**src/rtl/mem_bus_arbiter.sv**
```systemverilog
// Round-robin arbiter sharing one single-port memory between a fetch (IF) port and a load/store (D) port.
// Latency: grant cycle + 1 + W wait states to rvalid. Completion is forced with err=1 after TIMEOUT BUSY cycles.
// Backpressure: only one transaction is outstanding. Requesters hold req and payload until gnt. Optional counters are enabled by MEM_ARB_STATS_EN.
module mem_bus_arbiter #(
    parameter int ADDR_W  = 32,
    parameter int DATA_W  = 32,
    parameter int TIMEOUT = 255
) (
    input  logic                  clk,
    input  logic                  rst_n,
    input  logic                  if_req,
    input  logic [ADDR_W-1:0]     if_addr,
    output logic                  if_gnt,
    output logic                  if_rvalid,
    output logic [DATA_W-1:0]     if_rdata,
    output logic                  if_err,
    input  logic                  d_req,
    input  logic                  d_we,
    input  logic [DATA_W/8-1:0]   d_be,
    input  logic [ADDR_W-1:0]     d_addr,
    input  logic [DATA_W-1:0]     d_wdata,
    output logic                  d_gnt,
    output logic                  d_rvalid,
    output logic [DATA_W-1:0]     d_rdata,
    output logic                  d_err,
    output logic                  mem_req,
    output logic                  mem_we,
    output logic [DATA_W/8-1:0]   mem_be,
    output logic [ADDR_W-1:0]     mem_addr,
    output logic [DATA_W-1:0]     mem_wdata,
    input  logic                  mem_ready,
    input  logic [DATA_W-1:0]     mem_rdata,
    output logic                  busy
`ifdef MEM_ARB_STATS_EN
    ,
    output logic [31:0]           stat_if_cnt,
    output logic [31:0]           stat_d_cnt,
    output logic [31:0]           stat_conflict_cnt
`endif
);

    localparam int BE_W  = DATA_W / 8;
    // The wait counter only has to count 0 .. TIMEOUT-1.
    localparam int CNT_W = (TIMEOUT < 2) ? 1 : $clog2(TIMEOUT);
    localparam logic [CNT_W-1:0]  CNT_LAST = CNT_W'(TIMEOUT - 1);
    localparam logic [DATA_W-1:0] ERR_DATA = DATA_W'(32'hDEAD_BEEF);
    localparam logic OWN_IF = 1'b0;
    localparam logic OWN_D  = 1'b1;

    typedef enum logic {IDLE, BUSY} state_t;

    state_t           state, state_nxt;
    logic             last_owner;
    logic             owner;
    logic [CNT_W-1:0] cnt;
    logic             d_win;
    logic             done;
    logic             abort;

    assign busy = (state == BUSY);

    // Grants are combinational. They are held low during reset so that requesters never see a grant that cannot be taken.
    // D wins when it is the only requester, or when IF owned the bus last.
    always_comb begin
        state_nxt = state;
        if_gnt    = 1'b0;
        d_gnt     = 1'b0;
        done      = 1'b0;
        abort     = 1'b0;
        d_win     = d_req && (!if_req || (last_owner == OWN_IF));
        case (state)
            IDLE: begin
                d_gnt  = rst_n && d_win;
                if_gnt = rst_n && if_req && !d_win;
                if (d_gnt || if_gnt) begin
                    state_nxt = BUSY;
                end
            end
            BUSY: begin
                if (mem_ready) begin
                    done      = 1'b1;
                    state_nxt = IDLE;
                end else if (cnt == CNT_LAST) begin
                    abort     = 1'b1;
                    state_nxt = IDLE;
                end
            end
            default: state_nxt = IDLE;
        endcase
    end

    // State register.
    always_ff @(posedge clk or negedge rst_n) begin
        if (!rst_n) begin
            state <= IDLE;
        end else begin
            state <= state_nxt;
        end
    end

    // Latch the winner's request onto the memory bus and count wait cycles while it is outstanding.
    always_ff @(posedge clk or negedge rst_n) begin
        if (!rst_n) begin
            mem_req    <= 1'b0;
            mem_we     <= 1'b0;
            mem_be     <= '0;
            mem_addr   <= '0;
            mem_wdata  <= '0;
            owner      <= OWN_IF;
            last_owner <= OWN_IF;
            cnt        <= '0;
        end else if (state == IDLE) begin
            cnt <= '0;
            if (d_gnt) begin
                mem_req    <= 1'b1;
                mem_we     <= d_we;
                mem_be     <= d_be;
                mem_addr   <= d_addr;
                mem_wdata  <= d_wdata;
                owner      <= OWN_D;
                last_owner <= OWN_D;
            end else if (if_gnt) begin
                mem_req    <= 1'b1;
                mem_we     <= 1'b0;
                mem_be     <= {BE_W{1'b1}};
                mem_addr   <= if_addr;
                mem_wdata  <= '0;
                owner      <= OWN_IF;
                last_owner <= OWN_IF;
            end
        end else if (done || abort) begin
            mem_req <= 1'b0;
        end else begin
            cnt <= cnt + CNT_W'(1);
        end
    end

    // Return the completion to the owner as a one-cycle pulse. rdata holds until that port's next completion.
    always_ff @(posedge clk or negedge rst_n) begin
        if (!rst_n) begin
            if_rvalid <= 1'b0;
            if_rdata  <= '0;
            if_err    <= 1'b0;
            d_rvalid  <= 1'b0;
            d_rdata   <= '0;
            d_err     <= 1'b0;
        end else begin
            if_rvalid <= 1'b0;
            d_rvalid  <= 1'b0;
            if (done || abort) begin
                if (owner == OWN_D) begin
                    d_rvalid <= 1'b1;
                    d_err    <= abort;
                    d_rdata  <= abort ? ERR_DATA : (mem_we ? '0 : mem_rdata);
                end else begin
                    if_rvalid <= 1'b1;
                    if_err    <= abort;
                    if_rdata  <= abort ? ERR_DATA : mem_rdata;
                end
            end
        end
    end

`ifdef MEM_ARB_STATS_EN
    // Saturating grant counters and a counter of IDLE cycles in which both ports requested.
    always_ff @(posedge clk or negedge rst_n) begin
        if (!rst_n) begin
            stat_if_cnt       <= '0;
            stat_d_cnt        <= '0;
            stat_conflict_cnt <= '0;
        end else begin
            if (if_gnt && (stat_if_cnt != 32'hFFFF_FFFF)) begin
                stat_if_cnt <= stat_if_cnt + 32'd1;
            end
            if (d_gnt && (stat_d_cnt != 32'hFFFF_FFFF)) begin
                stat_d_cnt <= stat_d_cnt + 32'd1;
            end
            if ((state == IDLE) && if_req && d_req && (stat_conflict_cnt != 32'hFFFF_FFFF)) begin
                stat_conflict_cnt <= stat_conflict_cnt + 32'd1;
            end
        end
    end
`endif

endmodule

```
**config.mk**
```make
export PLATFORM = sky130hd
export DESIGN_NAME = mem_bus_arbiter
export DESIGN_NICKNAME = d
export VERILOG_FILES = /design/src/rtl/mem_bus_arbiter.sv
export SDC_FILE = /design/constraint.sdc
export NUM_CORES = 1
export LEC_CHECK = 0
export CAP_MARGIN = 20
export CORE_UTILIZATION = 46
export DETAILED_ROUTE_END_ITERATION = 7
export GPL_ROUTABILITY_DRIVEN = 0
export PLACE_DENSITY = 0.88
export SLEW_MARGIN = 20
export SYNTH_ARGS = -nofsm -noshare
export SYNTH_HDL_FRONTEND = slang
export SYNTH_SLANG_ARGS = --single-unit
```
**constraint.sdc**
```tcl
create_clock -name clk -period 5.1 [get_ports clk]
set_input_delay 1.275 -clock clk [delete_from_list [all_inputs] [get_ports clk]]
set_output_delay 1.275 -clock clk [all_outputs]
set_load 0.1 [all_outputs]
```
==> metrics.md <==
| Metric | Value |
|---|---|
| Final clock skew | 0.0107 ns |
| DRT iter0 DRCs | approximately 660 |
| Hold Path Class | reg2reg |
| RR Startpoint | cnt[0]$_DFFE_PN0P_ |
| Period utilization | roughly 89% |
| Syn avg cell area | about 11 µm² |
| Top FF cell, synth | dfrtp_1 |
| Worst endpoint data arrival time | around 3.2 ns |
| TritonCTS clock tree | yes |
| Register Area | 3700 µm² |
| Top cells by area, synth | dfrtp_1 58%, a221o_1 6.3%, a22o_1 5.6% |
| EDFF count, synth | 0 |
| CTS Buf Count | 17 |
| Port bufs | 278 |
| Largest net degree at the start of global routing | 77 |
| Leakage | 0.00402 µW |
| Worst Hold End | mem_wdata[15]$_DFFE_PN0P_ |
| Netlist cell types | 40 |
| Initial antenna violation count | 0 |
| DRC viols | 0 |
| # H-tree levels | 4 |
| Ys async rst share | 100% |
| Sequential area share after synthesis | 57.8% |
| Hold_sp | mem_wdata[15]$_DFFE_PN0P_ |
| Area occupied by multi-input gates | 2360 µm² |
| I/O pin cnt | 279 |
| Slowest cell delay on critical path | between 0.5 and 0.6 ns |
| WHS | 0.505 ns |
| Longest Clk Path Bufs | 2 |
| Routed WL per cell | 21.3 µm |
| Fmax achieved | 221 MHz |
| Buf+Inv Stages, Crit Path | 3 |
| Hpwl dp | between 15000 and 20000 µm |
| Post-synth top area share | ~58% |
| Pwr/cell area | 707 nW/µm² |
| Cell taking the most area after synthesis | dfrtp_1 |
| Setup TNS | 0 ns |
| Reg2reg setup slack | roughly 2.7 ns |
| Number of global-route vias before repair | approximately 6k |
| Die Area | 14400 µm² |
| VDD IR max | 0.494 mV |
| Status | completed |
| Post-CTS setup buffer count | 0 |
| R2R Path End | d_rdata[6]$_DFFE_PN0P_ |
| Pins Over Slew Limit | 0 |
| Die X | 120 µm |
| Worst-skew pair later-pin latency | around 0.41 ns |
| MaxCap Viol Count | 0 |
| GRT overflow | 0 |
| Via count | 5931 |
| Critical path peak fanout | 34 |
| Placeable Area | 13400 µm² |
| Initial Util | about 48% |
| Final setup fails | 0 |
| Clk sinks | 148 |
| Slew of the pin with the lowest slew margin | 1.15 ns |
| GRT Total Usage | 29.9% |
| DRT Pass-1 Iters | 5 |
| Post-layout minimum cycle time | 4.52 ns |
| RSZ-0062 raised after global routing | false |
| Register clock-pin slew on the reported worst setup and hold paths | around 0.060 ns |
| Top Family by Delay on Critical Path | buffers and inverters |
| CTS Hold Bufs | 0 |
| Antenna violation net count after detailed routing | 0 |
| CP Cell Sequence | clkdlybuf4s50_1 -> and2_4 -> or2_1 -> clkinv_4 -> buf_12 |
| First-pass GRT wire length | 32700 µm |
| Die H | 120 µm |
| Final Net Count | 959 |
| Slowest cell on the critical path | clkdlybuf4s50_1 |
| Hold Crit Depth | 1 |
| Crit path capture type | primary output |
| Fillers | between 800 and 900 |
| Area added between synthesis and finish | 53.3% |
| Post-Route WL | between 20000 and 25000 µm |
| Syn Nets | 704 |
| CTS-repair resized insts | 0 |
| Clk root buf | clkbuf_16 |
| Cell count after synthesis | approximately 560 |
| Routed vias/inst | 5.89 |
| FF-to-FF path depth | 6 |
| Layout cell share with drive strength beyond 1 | 5.66% |
| Ys Warns | 0 |
| Standard-cell rows | 42 |
| Register bit total from synthesis | 148 |
| Setup CP Type | in2out |
| Worst Setup Start Kind | primary input |
| Final Hold Vio Count | 0 |
| Antenna diode instance count | 0 |
| Worst slew margin | 22.8% |
| Required @ worst endpoint | 3.83 ns |
| Mapped Area | 6400 µm² |
[cell usage in the layout, fill, tap and decap left out, drive strengths merged, types with 4 or more instances in the layout]
cell type	count
clkbuf	23
o21ai	75
a221o	40
nand2b	5
nor2	4
and2	10
a22o	41
mux2i	4
a21o	9
o22a	5
a21oi	29
o22ai	24
nand2	8
inv	27
nor2b	26
clkinv	5
a31oi	5
dfrtp	148
clkdlybuf4s50	275
nor3b	33
buf	11
[sequential cells by signal, summed over array words and instances (netlist names)]
register,cells
d_rdata,32
if_rdata,32
mem_addr,32
mem_wdata,32
cnt,8
mem_be,4
busy,1
d_err,1
d_rvalid,1
if_err,1
if_rvalid,1
mem_req,1
mem_we,1
owner,1
[cell usage after synthesis, drive strengths merged, types with 8 or more instances]
library cell / number
dfrtp: 148
and2: 10
nor3b: 33
nor2b: 26
nand2: 8
clkbuf: 22
buf: 28
o22ai: 24
a21o: 9
o21ai: 75
a221o: 40
a21oi: 29
inv: 27
a22o: 41
[where the power goes]
group | total [µW] | switching (µW) | internal (µW)
Combinational | 3990 | 3050 | 938
Sequential | 1770 | 257 | 1510
Clock | 1180 | 466 | 718
Total | 6950 | 3780 | 3170
[routing by layer]
metal	global-route usage [%]	vias to the layer above	part of all wire, %
li1	-	2608	-
met1	36.4	2921	37
met2	49.7	358	51
met3	7.89	44	8.6
met4	13.0	0	3.1
met5	0	-	0
[logic make-up after synthesis]
kind of cell	after synthesis	share of synthesized area [%]
adder cells (fa/ha/maj)	2	0.391
AND/OR/NAND/NOR	102	10.6
buffers and inverters	78	5.70
AO/OA/AOI/OAI	230	24.9
multiplexers	4	0.625
flip-flops	148	57.8
[layout make-up]
class / count / share of cell area [%]
Clock inverter: 8 / 0.777
Inverter: 28 / 1.12
Sequential cell: 148 / 37.7
Tap cell: 176 / 2.24
Clock buffer: 23 / 4.97
Multi-Input combinational cell: 338 / 24.0
Timing Repair Buffer: 286 / 29.2
[worst max path at each step]
stage          startpoint  endpoint  slack (ns)  depth (start not counted)
3_3_place_gp       if_req     d_gnt        0.69                          5
3_5_place_dp       if_req     d_gnt        0.61                          5
4_1_cts            if_req     d_gnt        0.61                          5
6_report           if_req     d_gnt        0.58                          5
5_1_grt            if_req     d_gnt        0.50                          5
2_1_floorplan       rst_n    if_gnt        1.60                          4
[stage by stage]
step           worst slack (ns)  util [%]  cell area, µm²  total power [µW]  instances
6_report                  0.585      73.3            9820              6950       1007
5_1_grt                   0.503      73.3            9820              7150       1007
4_1_cts                   0.608      73.3            9820              6960       1007
3_5_place_dp              0.614      69.1            9260              5760        976
3_3_place_gp              0.689      69.1            9260              5680        976
2_1_floorplan              1.60         -            6400              4700        564
Power figures use the tool's default switching activity.
==> edit: new RTL, config.mk and constraints unchanged <==
`ADDR_W`: 32 -> 48.
--- a/src/rtl/mem_bus_arbiter.sv
+++ b/src/rtl/mem_bus_arbiter.sv
@@ -2,7 +2,7 @@
 // Latency: grant cycle + 1 + W wait states to rvalid. Completion is forced with err=1 after TIMEOUT BUSY cycles.
 // Backpressure: only one transaction is outstanding. Requesters hold req and payload until gnt. Optional counters are enabled by MEM_ARB_STATS_EN.
 module mem_bus_arbiter #(
-    parameter int ADDR_W  = 32,
+    parameter int ADDR_W  = 48,
     parameter int DATA_W  = 32,
     parameter int TIMEOUT = 255
 ) (
Ports: changed (resized d_addr, if_addr and mem_addr); port bits go from 279 to 327. The function was not compared with the original's and may differ.
==> edit against the original RTL <==
  * Total power up 10%
  * Sequential cell count up 16
  * Cell area up 13%
  * Critical path depth unchanged
  * Area after synthesis up 11%
  * Wire length up 2.8%
  * Global-route usage down 1.9 points
  * Sequential share of layout area down 0.58 points
  * Die area up 11%
  * Worst setup slack better by 0.45 ns
  * Largest cell class unchanged
  * Highest routed layer unchanged
==> edit: results (changes against the original RTL) <==
[run_status]
status=complete, no violations

[critical_path]
cp_data_arrival_time_ns=2.79  ; -0.45 ns
reg2reg_depth=6  ; unchanged
cp_slowest_stage_delay_ns=0.55
cp_max_fo=34  ; unchanged
slowest_stage=clkdlybuf4s50_1

[clocking]
cts_buffers=17  ; unchanged
cts_max_path_buffers=2  ; unchanged
cts-root-buf=clkbuf_16
htreeDepth=4  ; unchanged
clock_latency_ns=0.43  ; +0.02 ns
cts.repair.resized=0  ; unchanged
clk_pin_slew_ns=0.06  ; about the same
post-cts-setup-buffer-count=0  ; unchanged

[timing]
worst_pin_slew_ns=1.10  ; -0.0576 ns
hold_viol=0  ; unchanged
setup_tns_ns=0  ; unchanged
fin_skew_ns=0.00817  ; -0.00258 ns

[synthesis]
synth_common_cells=dfrtp_1 (164), o21ai_0 (69), a221o_1 (56)
synthAdderAreaFrac=0.00351  ; -0.000396
yosys_warnings=0  ; unchanged
synthArstFlopShare=1.00  ; unchanged
synthMuxAreaShare=0.00562  ; -0.000633
ys_seq_area_frac=0.576  ; -0.00240
synth_fp_nets=791  ; +12%
synth_area_leaders=dfrtp_1 (58%), a221o_1 (7.9%), nor3b_1 (5.2%)
ys_types=43  ; +7.5%
synthXorXnorAreaFrac=0  ; unchanged
synth_compound_area_frac=0.245  ; -0.00412

[layout]
largest_reg_flops=48
nets=1089  ; +14%
n_antenna_cell=0  ; unchanged
fill_cells=1043  ; +20%
largest_register=mem_addr
drive_gt1_frac=0.0517  ; -0.00483

[placed_design]
dpl.hpwl_mm=15.1  ; -0.40%
port_buffers=326  ; +17%

[drt]
first_iter_violations=489  ; -25%
routed_wl_mm=22.0  ; +2.8%
drtPass1Iterations=4  ; -1
vias=6435  ; +8.5%

[global_routing]
grt_pass1_vias=6452  ; +8.8%
antenna_found_initial=0  ; unchanged
grtUsageTotal=0.280  ; -0.0186
grt_pass1_wl_mm=34.7  ; +6.1%
grt_max_degree=82  ; +6.5%

[worst_hold_path]
worstHoldPathCells=1  ; unchanged
hp-class=reg2reg

[pwr]
ir_drop_mv=0.436  ; -12%
p_leak_nw=4.50  ; +12%

[edit: cell count changes after synthesis, sizes merged, moves of 2 or more]
cell / unedited run / this run
nor3b: 33 / 49
clkbuf: 22 / 25
a221o: 40 / 56
inv: 27 / 29
buf: 28 / 31
dfrtp: 148 / 164
[edit: kinds of logic after synthesis]
group / Yosys count
flops: 164
buf+inv: 85
mux: 4
fa+ha+maj: 2
simple gates: 120
compound gates: 244
[edit: cell type report]
type | instances | area share
Tap cell | 188 | 0.0213
Timing Repair Buffer | 335 | 0.303
Multi-Input combinational cell | 370 | 0.239
Sequential cell | 164 | 0.371
Inverter | 29 | 0.0103
Clock inverter | 9 | 0.0139
Clock buffer | 21 | 0.0408
[edit: metrics by stage]
stage | cells | utilization | setup WS (ns) | cell area, µm² | power, W
floorplan | 619 | - | 1.24 | 7130 | 0.00519
global placement | 1086 | 0.690 | 1.06 | 10400 | 0.00628
detailed placement | 1086 | 0.690 | 1.04 | 10400 | 0.00634
CTS | 1116 | 0.730 | 1.04 | 11100 | 0.00769
global route | 1116 | 0.730 | 0.975 | 11100 | 0.00792
finish | 1116 | 0.730 | 1.04 | 11100 | 0.00767
[edit: metal layers]
| metal | track usage | wire [µm] | up-vias |
|---|---|---|---|
| met5 | 0 | 0 | - |
| met4 | 0.135 | 879 | 0 |
| met3 | 0.0709 | 1500 | 51 |
| met2 | 0.442 | 10500 | 293 |
| met1 | 0.362 | 9140 | 3186 |
| li1 | - | - | 2905 |
[edit: path summary, 6_finish.rpt]
path	startpoint	to	slack [ns]
setup reg to reg	cnt[0]$_DFFE_PN0P_	d_rdata[19]$_DFFE_PN0P_	2.75
setup / recovery	d_req	d_gnt	1.04
hold reg to reg	mem_be[0]$_DFFE_PN0P_	mem_be[0]$_DFFE_PN0P_	0.49
hold / removal	mem_be[0]$_DFFE_PN0P_	mem_be[0]$_DFFE_PN0P_	0.49
max in group asynchronous	rst_n	mem_addr[38]$_DFFE_PN0P_	3.15
min in group asynchronous	rst_n	mem_wdata[24]$_DFFE_PN0P_	0.79
[edit: power by group]
group          switching (W)  total (W)  internal (W)
sequential          0.000256    0.00193       0.00167
clock               0.000516    0.00134      0.000827
combinational        0.00335    0.00440       0.00105
total                0.00412    0.00767       0.00355
[edit: critical path: cells and delay by family]
family,cells,cell delay (ns)
AND/OR/NAND/NOR,2,0.46
buffers and inverters,3,1.04
